==> config.mk <==
export PLATFORM = sky130hd
export DESIGN_NAME = pc_sequencer_flat
export DESIGN_NICKNAME = d
export VERILOG_FILES = /design/src/rtl/pc_sequencer_pkg.sv /design/src/rtl/pc_sequencer_if.sv /design/src/rtl/pc_next_mux.sv /design/src/rtl/pc_sequencer.sv /design/src/flat_wrapper.sv
export SDC_FILE = /design/constraint.sdc
export NUM_CORES = 1
export LEC_CHECK = 0
export CAP_MARGIN = 5
export CORE_UTILIZATION = 38
export DETAILED_ROUTE_END_ITERATION = 10
export SYNTH_ARGS = -nofsm -noshare
export SYNTH_HDL_FRONTEND = slang
export SYNTH_HIERARCHICAL = 1
export SYNTH_SLANG_ARGS = --single-unit
==> constraint.sdc <==
create_clock -name clk -period 7.3 [get_ports clk]
set_input_delay 0.73 -clock clk [delete_from_list [all_inputs] [get_ports clk]]
set_output_delay 0.73 -clock clk [all_outputs]
set_load 0.02 [all_outputs]
==> src/rtl/pc_sequencer_pkg.sv <==
// Shared fetch-side types and constants for the PC sequencer and its next-PC mux.
package mips_fetch_pkg;

  typedef enum logic [1:0] {
    BOOT  = 2'd0,
    RUN   = 2'd1,
    STALL = 2'd2,
    HALT  = 2'd3
  } seq_state_t;

  typedef enum logic [1:0] {
    SEQ = 2'd0,
    BR  = 2'd1,
    J   = 2'd2,
    JR  = 2'd3
  } next_sel_t;

  localparam logic [31:0] PC_INC           = 32'd4;
  localparam logic [31:0] DEFAULT_PC_LIMIT = 32'd32764;

endpackage

==> src/rtl/pc_sequencer_if.sv <==
// Decode/hazard-side redirect inputs and fetch-side status outputs of the sequencer.
interface pc_sequencer_if;

  logic        stall;
  logic        branch_taken;
  logic [31:0] branch_offset;
  logic        jump;
  logic [25:0] jump_target;
  logic        jr;
  logic [31:0] jr_addr;
  logic [31:0] pc;
  logic [31:0] pc_plus4;
  logic        fetch_valid;
  logic        halted;
  logic        misalign_err;
  logic [31:0] instr_count;

  modport master (
    input  stall, branch_taken, branch_offset, jump, jump_target, jr, jr_addr,
    output pc, pc_plus4, fetch_valid, halted, misalign_err, instr_count
  );

  modport slave (
    output stall, branch_taken, branch_offset, jump, jump_target, jr, jr_addr,
    input  pc, pc_plus4, fetch_valid, halted, misalign_err, instr_count
  );

endinterface

==> src/rtl/pc_next_mux.sv <==
// Combinational next-PC selection (jr > jump > branch > sequential) with range/alignment flags.
module pc_next_mux
  import mips_fetch_pkg::*;
#(
  parameter logic [31:0] PC_LIMIT = DEFAULT_PC_LIMIT
) (
  input  logic [31:0] pc_plus4,
  input  logic        branch_taken,
  input  logic [31:0] branch_offset,
  input  logic        jump,
  input  logic [25:0] jump_target,
  input  logic        jr,
  input  logic [31:0] jr_addr,
  output logic [31:0] next_pc,
  output next_sel_t   sel,
  output logic        out_of_range,
  output logic        misaligned
);

  always_comb begin
    sel     = SEQ;
    next_pc = pc_plus4;
    if (jr) begin
      sel     = JR;
      next_pc = jr_addr;
    end else if (jump) begin
      sel     = J;
      next_pc = {pc_plus4[31:28], jump_target, 2'b00};
    end else if (branch_taken) begin
      // Offset is in words; the add wraps modulo 2^32 by design.
      sel     = BR;
      next_pc = pc_plus4 + (branch_offset << 2);
    end
  end

  assign out_of_range = (next_pc >= PC_LIMIT);
  assign misaligned   = (next_pc[1:0] != 2'b00);

endmodule

==> src/rtl/pc_sequencer.sv <==
// MIPS fetch PC sequencer: boot cycle, stall freeze, redirects and sticky halt on bad targets.
module pc_sequencer
  import mips_fetch_pkg::*;
#(
  parameter logic [31:0] RESET_PC = 32'h0000_0000,
  parameter logic [31:0] PC_LIMIT = DEFAULT_PC_LIMIT
) (
  input  logic           clk,
  input  logic           rst_n,
  pc_sequencer_if.master bus
);

  seq_state_t  state_reg, state_next;
  logic [31:0] pc_reg, pc_next;
  logic [31:0] pc_plus4_reg, pc_plus4_next;
  logic        fetch_valid_reg, fetch_valid_next;
  logic        halted_reg, halted_next;
  logic        misalign_reg, misalign_next;
  logic [31:0] count_reg, count_next;

  logic [31:0] mux_next_pc;
  next_sel_t   mux_sel;
  logic        mux_out_of_range;
  logic        mux_misaligned;

  pc_next_mux #(
    .PC_LIMIT (PC_LIMIT)
  ) u_mux (
    .pc_plus4      (pc_plus4_reg),
    .branch_taken  (bus.branch_taken),
    .branch_offset (bus.branch_offset),
    .jump          (bus.jump),
    .jump_target   (bus.jump_target),
    .jr            (bus.jr),
    .jr_addr       (bus.jr_addr),
    .next_pc       (mux_next_pc),
    .sel           (mux_sel),
    .out_of_range  (mux_out_of_range),
    .misaligned    (mux_misaligned)
  );

  always_ff @(posedge clk or negedge rst_n) begin
    if (!rst_n) begin
      state_reg       <= BOOT;
      pc_reg          <= RESET_PC;
      pc_plus4_reg    <= RESET_PC + PC_INC;
      fetch_valid_reg <= 1'b0;
      halted_reg      <= 1'b0;
      misalign_reg    <= 1'b0;
      count_reg       <= 32'd0;
    end else begin
      state_reg       <= state_next;
      pc_reg          <= pc_next;
      pc_plus4_reg    <= pc_plus4_next;
      fetch_valid_reg <= fetch_valid_next;
      halted_reg      <= halted_next;
      misalign_reg    <= misalign_next;
      count_reg       <= count_next;
    end
  end

  always_comb begin
    state_next       = state_reg;
    pc_next          = pc_reg;
    pc_plus4_next    = pc_plus4_reg;
    fetch_valid_next = fetch_valid_reg;
    halted_next      = halted_reg;
    misalign_next    = misalign_reg;
    count_next       = count_reg;

    case (state_reg)
      BOOT: begin
        state_next       = RUN;
        fetch_valid_next = 1'b1;
      end
      RUN: begin
        if (bus.stall) begin
          state_next       = STALL;
          fetch_valid_next = 1'b0;
        end else begin
          if (count_reg != 32'hFFFF_FFFF)
            count_next = count_reg + 32'd1;
          if (mux_misaligned || mux_out_of_range) begin
            state_next       = HALT;
            fetch_valid_next = 1'b0;
            halted_next      = 1'b1;
            misalign_next    = mux_misaligned;
          end else begin
            fetch_valid_next = 1'b1;
            pc_next          = mux_next_pc;
            pc_plus4_next    = (mux_sel == SEQ) ? (pc_plus4_reg + PC_INC)
                                                : (mux_next_pc + PC_INC);
          end
        end
      end
      STALL: begin
        // The frozen PC is re-issued as a valid fetch once the stall lifts.
        if (!bus.stall) begin
          state_next       = RUN;
          fetch_valid_next = 1'b1;
        end
      end
      HALT: begin
        state_next = HALT;
      end
      default: begin
        state_next = BOOT;
      end
    endcase
  end

  assign bus.pc           = pc_reg;
  assign bus.pc_plus4     = pc_plus4_reg;
  assign bus.fetch_valid  = fetch_valid_reg;
  assign bus.halted       = halted_reg;
  assign bus.misalign_err = misalign_reg;
  assign bus.instr_count  = count_reg;

endmodule

==> src/flat_wrapper.sv <==
// flat-port wrapper written by rule: the top's interface ports become plain ports
module pc_sequencer_flat import mips_fetch_pkg::*;
#(
  parameter logic [31:0] RESET_PC = 32'h0000_0000,
  parameter logic [31:0] PC_LIMIT = DEFAULT_PC_LIMIT
)
  (clk, rst_n, bus_stall, bus_branch_taken, bus_branch_offset, bus_jump, bus_jump_target, bus_jr, bus_jr_addr, bus_pc, bus_pc_plus4, bus_fetch_valid, bus_halted, bus_misalign_err, bus_instr_count);
  pc_sequencer_if bus_i ();
  input  logic clk;
  input  logic rst_n;
  input wire logic [$bits(bus_i.stall)-1:0] bus_stall;
  input wire logic [$bits(bus_i.branch_taken)-1:0] bus_branch_taken;
  input wire logic [$bits(bus_i.branch_offset)-1:0] bus_branch_offset;
  input wire logic [$bits(bus_i.jump)-1:0] bus_jump;
  input wire logic [$bits(bus_i.jump_target)-1:0] bus_jump_target;
  input wire logic [$bits(bus_i.jr)-1:0] bus_jr;
  input wire logic [$bits(bus_i.jr_addr)-1:0] bus_jr_addr;
  output wire logic [$bits(bus_i.pc)-1:0] bus_pc;
  output wire logic [$bits(bus_i.pc_plus4)-1:0] bus_pc_plus4;
  output wire logic [$bits(bus_i.fetch_valid)-1:0] bus_fetch_valid;
  output wire logic [$bits(bus_i.halted)-1:0] bus_halted;
  output wire logic [$bits(bus_i.misalign_err)-1:0] bus_misalign_err;
  output wire logic [$bits(bus_i.instr_count)-1:0] bus_instr_count;
  assign bus_i.stall = bus_stall;
  assign bus_i.branch_taken = bus_branch_taken;
  assign bus_i.branch_offset = bus_branch_offset;
  assign bus_i.jump = bus_jump;
  assign bus_i.jump_target = bus_jump_target;
  assign bus_i.jr = bus_jr;
  assign bus_i.jr_addr = bus_jr_addr;
  assign bus_pc = bus_i.pc;
  assign bus_pc_plus4 = bus_i.pc_plus4;
  assign bus_fetch_valid = bus_i.fetch_valid;
  assign bus_halted = bus_i.halted;
  assign bus_misalign_err = bus_i.misalign_err;
  assign bus_instr_count = bus_i.instr_count;
  pc_sequencer #(.RESET_PC(RESET_PC), .PC_LIMIT(PC_LIMIT)) u_core (.clk(clk), .rst_n(rst_n), .bus(bus_i));
endmodule
# After elaboration in Yosys (flattened, before gate mapping)
# Index checks and enable logic that the tools add are counted.
[classes] n_addsub=4 n_mul=0 div=0 magnitude_cmp=1 eq_ne=6 n_shift=0 n_mux=15 n_bitwise=2 reduce_logical=10
[ops] op="two-way mux 32 bit" n=4
[ops] op="adder 32 x 3 -> 32 bit, second input constant" n=2
[ops] op="adder 32 x 1 -> 32 bit, second input constant" n=1
[ops] op="adder 32 bit" n=1
[ops] op=">= comparator 32 x 15 -> 1 bit, second input constant" n=1
[ops] op="!= test 32 bit, second input constant" n=1
[ops] op="two-way mux 2 bit" n=5
[ops] op="AND reduction 3 bit" n=3
[ops] op="case mux 2 bit (4 select lines)" n=1
[ops] op="equality test 2 bit, second input constant" n=2
[ops] op="zero test 2 bit" n=2
[ops] op="two-way mux 1 bit" n=4
[ops] op="AND reduction 2 bit" n=2
[ops] op="!= test 3 x 2 -> 1 bit, second input constant" n=1
[ops] op="case mux 1 bit (3 select lines)" n=1
[ops] op="nonzero test 3 bit" n=1
[ops] op="equality test 2 x 1 -> 1 bit, second input constant" n=1
[ops] op="!= test 2 bit, second input constant" n=1
[ops] op="inverter 1 bit" n=2
[ops] op="nonzero test 2 bit" n=1
[ops] op="logical OR 1 bit" n=1
[totals] reg_bits=101 latchBits=0 ram_bits=0 mem_bits_ro=0 inputBits=96 wordCells=45 n_memories=0

# Longest topological paths before layout
[depth] depth_word=9 mapped_depth=21 mapped_depth_nobuf=19

# By module
# Netlist, hierarchy kept.
[by_module_without_submodules] mod="pc_sequencer" instances=1 cells_per_inst=670 area_per_inst_um2=5748.0 seq_area_each_um2=2528.7
[by_module_without_submodules] mod="pc_next_mux" instances=1 cells_per_inst=432 area_per_inst_um2=2767.7 seq_area_each_um2=0.0

# Worst setup path after synthesis
# Ideal clock, no wire load.
[synth_path] kind="in2reg" startpoint="input port bus_jr" endpoint="register u_core.pc_plus4_reg[26], in the netlist u_core/bus.pc_plus4[26]" arrival_time_ns=4.566 required_ns=7.163 setup_slack_ns=2.597 cell_stages=20 n_path_buf=8 cell_sequence="clkbuf_1 -> inv_1 -> clkbuf_1 -> nand2_1 -> buf_2 -> buf_2 -> or2_2 -> clkbuf_1 -> buf_2 -> buf_2 -> buf_1 -> nand2_1 -> nand2_1 -> ha_1 -> nand2_1 -> o21ai_1 -> nand4_1 -> or4_1 -> a31oi_1 -> a21oi_1"
[synth_lines] element="from (decl)" line_no="flat_wrapper.sv:16" text="input wire logic [$bits(bus_i.jr)-1:0] bus_jr;"
[synth_lines] element="two-way mux 2 bit" line_no="pc_next_mux.sv:23" text="if (jr) begin"
[synth_lines] element="net u_core.mux_sel[0]" line_no="pc_sequencer.sv:22" text="next_sel_t mux_sel;"
[synth_lines] element="zero test 2 bit" line_no="pc_sequencer.sv:91" text="pc_plus4_next = (mux_sel == SEQ) ? (pc_plus4_reg + PC_INC)"
[synth_lines] element="two-way mux 32 bit" line_no="pc_sequencer.sv:91"
[synth_lines] element="to (signal assigned)" line_no="pc_sequencer.sv:46" text="pc_plus4_reg <= RESET_PC + PC_INC;"
[synth_lines] element="to (signal assigned)" line_no="pc_sequencer.sv:54" text="pc_plus4_reg <= pc_plus4_next;"
[synth_lines] element="to (decl)" line_no="pc_sequencer.sv:15" text="logic [31:0] pc_plus4_reg, pc_plus4_next;"
# The timed path passes the listed nets, and every way through them passes these cells.
# A chain may end at the register's enable or synchronous reset.

# Worst setup path in the final report
[layout_path] startpoint="input port bus_jump" endpoint="register u_core.pc_plus4_reg[18], in the netlist u_core/bus.pc_plus4[18]"
[layout_via] elab_chain_len=6
[layout_lines] element="from (decl)" line_no="flat_wrapper.sv:14" text="input wire logic [$bits(bus_i.jump)-1:0] bus_jump;"
[layout_lines] element="two-way mux 32 bit" line_no="pc_next_mux.sv:26" text="end else if (jump) begin"
[layout_lines] element="two-way mux 32 bit" line_no="pc_next_mux.sv:23"
[layout_lines] element="net u_core.mux_next_pc[19]" line_no="pc_sequencer.sv:21" text="logic [31:0] mux_next_pc;"
[layout_lines] element=">= comparator 32 x 15 -> 1 bit" line_no="pc_next_mux.sv:36" text="assign out_of_range = (next_pc >= PC_LIMIT);"
[layout_lines] element="net u_core.mux_out_of_range" line_no="pc_sequencer.sv:23" text="logic mux_out_of_range;"
[layout_lines] element="logical OR 1 bit" line_no="pc_sequencer.sv:83" text="if (mux_misaligned || mux_out_of_range) begin"
[layout_lines] element="inverter 1 bit (no source line)"
[layout_lines] element="AND reduction 3 bit (no source line)"
# The timed path passes the listed nets, and every way through them passes these cells.

==> impl_metrics.env <==
export IMPL_status="completed"
export IMPL_placed_insts=1532
export IMPL_fin_worst_hold_slack_ps=334
export IMPL_synthesis_area_sq_mm=0.00852
export IMPL_clk_root_buffer_cell="sky130_fd_sc_hd__clkbuf_16"
export IMPL_synthesis_nets=1230
export IMPL_start_util_pct=38.9
export IMPL_drt_wirelength_per_cell_um=19.1
export IMPL_rows=54
export IMPL_clkSinkCount=101
export IMPL_final_setup_skew_ps=10.4
export IMPL_timing_setup_tns_ps=0
export IMPL_firstDrtPassIters=6
export IMPL_vias=8934
export IMPL_global_route_wire_length_before_repair_mm=46.0
export IMPL_hold_viol=0
export IMPL_cp_arrival_ps=6020
export IMPL_grt_antenna_before_repair=0
export IMPL_maxSlewHeadroom_pct=25.0
export IMPL_muxShareOfSynthArea_pct=3.67
export IMPL_slowest_stage="sky130_fd_sc_hd__nor2_2"
export IMPL_yosys_warnings=6
export IMPL_ant_nets=0
export IMPL_cts_root_to_sink_buffers=2
export IMPL_fin_crit_sh_pct=78.5
export IMPL_tritoncts_clock_tree="yes"
export IMPL_yosys_cell_types_count=85
export IMPL_pwr_density_cell_mw_per_mm2=130
export IMPL_tritoncts_num_buffers=9
export IMPL_synth_top_family_by_area="simple AND/OR/NAND/NOR gates"
export IMPL_grt_pass1_vias=8401
export IMPL_total_power_w=0.00143
export IMPL_post_synth_and_or_nand_nor_area_fraction_pct=28.1
export IMPL_syn_instance_count=1102
export IMPL_num_antenna_cells=0
export IMPL_critical_path_peak_fanout=65
export IMPL_post_cts_hold_fix_bufs=0
export IMPL_post_route_cells_drive_above_1_share_pct=5.84
export IMPL_post_dp_hpwl_mm=21.7
export IMPL_number_of_nets_at_the_end_of_the_flow=1391
export IMPL_setup_violations_final=0
export IMPL_route_detailed_drc=0
export IMPL_synthDominantCellAreaShare_pct=29.4
export IMPL_cp_cell_sequence="clkdlybuf4s50_1 -> nand2b_1 -> nor2_2 -> nand2_1 -> o311ai_0 -> a311oi_1 -> a311oi_2 -> nand3_1 -> nor4_1 -> nand3b_1 -> nor2_1 -> and2_2 -> buf_4 -> o21ai_0 -> a21oi_1 -> o22a_1"
export IMPL_final_instance_count_excl_fill=1548
export IMPL_grt_start_max_net_pins=70
export IMPL_timing_critical_path_from_type="input pin"
export IMPL_die_h_um=152
export IMPL_yosysSeqAreaShare_pct=29.7
export IMPL_area_growth_syn_to_layout_pct=28.8
export IMPL_drv_max_cap_violation_count=0
export IMPL_synth_seq_cells=101
export IMPL_grt_remaining_overflow=0
export IMPL_drt_initial_drc_count=621
export IMPL_async_reset_ff_share_pct=100
export IMPL_synth_xor_xnor_area_share_pct=4.94
export IMPL_wirelength_routed_mm=29.5
export IMPL_slowest_delay_ps=740
export IMPL_synthTopCellsByArea="sky130_fd_sc_hd__dfrtp_1 (29%), sky130_fd_sc_hd__nand2_1 (9.0%), sky130_fd_sc_hd__a21oi_1 (5.4%)"
export IMPL_post_cts_resized=0
export IMPL_cts_reportedPaths_clkPinSlew_ps=70
export IMPL_number_of_setup_buffers_added_after_cts=0
export IMPL_ir_drop_mv=0.102
export IMPL_timing_max_transition_violations_final=0
export IMPL_end_kind="register"
export IMPL_maxClockFrequency_mhz=175
export IMPL_required_ps=7590
export IMPL_synth_adder_area_share_pct=4.79
export IMPL_synth_edff_count=0
export IMPL_yosys_area_top_type="sky130_fd_sc_hd__dfrtp_1"
export IMPL_floorplan_core_area_sq_mm=0.0219
export IMPL_postSynthAreaPerCell_sq_um=7.73
export IMPL_finalWeightedCongestion=0.934
export IMPL_max_slew_worst_pin_slew_ps=1120
export IMPL_synth_compound_area_share_pct=24.7
export IMPL_fp_dieW_um=152
export IMPL_grt_util_all_layers_pct=25.7
export IMPL_finalCriticalPeriod_ps=5730
export IMPL_insertion_delay_ps=350
export IMPL_h_tree_levels=3
export IMPL_hold_path_class="in -> async"
export IMPL_crit_start="bus_jump"
export IMPL_synth_flop_cell="sky130_fd_sc_hd__dfrtp_1"
export IMPL_vias_per_cell=5.77
export IMPL_p_leak_nw=4.62
export IMPL_design_die_area_sq_mm=0.0230
export IMPL_reg2reg_start="u_core/bus.pc_plus4[2]"
export IMPL_port_buffers=192
export IMPL_unrepaired_setup_endpoints_after_global_routing="no"
export IMPL_crit_type="in -> reg"
export IMPL_design_portCount=195
==> worst paths after layout <==
path / cells past startpoint / slack, ps / end
setup / recovery: 16 / 1570 / u_core/bus.pc_plus4[18]
hold / removal: 1 / 330 / u_core/bus.pc_plus4[24]
setup reg to reg: 19 / 1900 / u_core/bus.pc_plus4[18]
hold reg to reg: 2 / 470 / u_core/bus.pc[23]
max in group asynchronous: 2 / 5710 / u_core/bus.instr_count[26]
min in group clk: 2 / 470 / u_core/bus.pc[23]
==> metrics by stage <==
stage / area (sq um) / utilization (%) / setup slack (ps)
floorplan: 8520 / - / 2600
global placement: 10700 / 48.8 / 1410
detailed placement: 10700 / 48.8 / 1400
CTS: 11000 / 50.1 / 1760
global route: 11000 / 50.1 / 1260
finish: 11000 / 50.1 / 1570
==> cell type report <==
class                      instances  area (sq um)
fill                            2196         10900
multi-input combinational        915          5650
sequential                       101          2530
timing repair buffer             209          2040
tap                              280           350
clock buffer                       9           225
inverter                          27           101
clock inverter                     7          68.8
==> per-layer routing <==
layer	vias to the layer above	share of wire, %	GRT usage [%]
met5	-	0	0
met1	4238	47	34.9
met2	274	46	42.5
li1	4377	-	-
met4	0	2.1	6.63
met3	45	4.8	3.77
==> power breakdown <==
group	switching, W	total (W)	leakage, nW	internal, W
Clock	0.000239	0.000479	0.143	0.000241
Combinational	0.000200	0.000355	3.15	0.000155
Sequential	0.0000183	0.000594	1.33	0.000576
==> logic make-up after synthesis <==
logic type,after synthesis
buf+inv,86
xor+xnor,48
simple gates,482
mux,30
compound gates,323
flops,101
fa+ha+maj,32
==> placed cells by master, fill, tap and decap left out, drive strengths merged, types with 13 or more instances in the layout <==
cell type / n
nand2: 205
clkdlybuf4s50: 190
dfrtp: 100
a21oi: 95
nor2: 83
o21ai: 64
nand3: 31
ha: 31
inv: 30
xnor2: 26
nand4: 25
nor3: 24
xor2: 22
o211ai: 21
a21o: 21
mux2i: 20
a31oi: 20
buf: 19
o22ai: 18
and3: 16
a22oi: 14
nand2b: 13
==> critical path, delay by kind of cell <==
family,cells,cell delay [ps]
AND/OR/NAND/NOR,8,2540
AO/OA/AOI/OAI,6,1510
buffers and inverters,2,1180
==> cells in the mapped netlist (9+ instances only) <==
| library cell | number |
|---|---|
| sky130_fd_sc_hd__a21oi_1 | 92 |
| sky130_fd_sc_hd__nor2_1 | 82 |
| sky130_fd_sc_hd__nand3_1 | 31 |
| sky130_fd_sc_hd__ha_1 | 31 |
| sky130_fd_sc_hd__buf_2 | 10 |
| sky130_fd_sc_hd__nand2b_1 | 13 |
| sky130_fd_sc_hd__o211ai_1 | 21 |
| sky130_fd_sc_hd__a22oi_1 | 14 |
| sky130_fd_sc_hd__inv_1 | 27 |
| sky130_fd_sc_hd__mux2i_1 | 20 |
| sky130_fd_sc_hd__nand4_1 | 25 |
| sky130_fd_sc_hd__xnor2_1 | 26 |
| sky130_fd_sc_hd__nor3_1 | 23 |
| sky130_fd_sc_hd__nand2_1 | 205 |
| sky130_fd_sc_hd__and3_1 | 15 |
| sky130_fd_sc_hd__mux2_2 | 10 |
| sky130_fd_sc_hd__or4bb_1 | 9 |
| sky130_fd_sc_hd__o21ai_0 | 56 |
| sky130_fd_sc_hd__dfrtp_1 | 100 |
| sky130_fd_sc_hd__a31oi_1 | 20 |
| sky130_fd_sc_hd__clkbuf_1 | 42 |
| sky130_fd_sc_hd__xor2_1 | 22 |
| sky130_fd_sc_hd__and2_1 | 10 |
| sky130_fd_sc_hd__a21o_1 | 21 |
| sky130_fd_sc_hd__o22ai_1 | 18 |
Note: power is estimated with default switching activity, not from simulation.
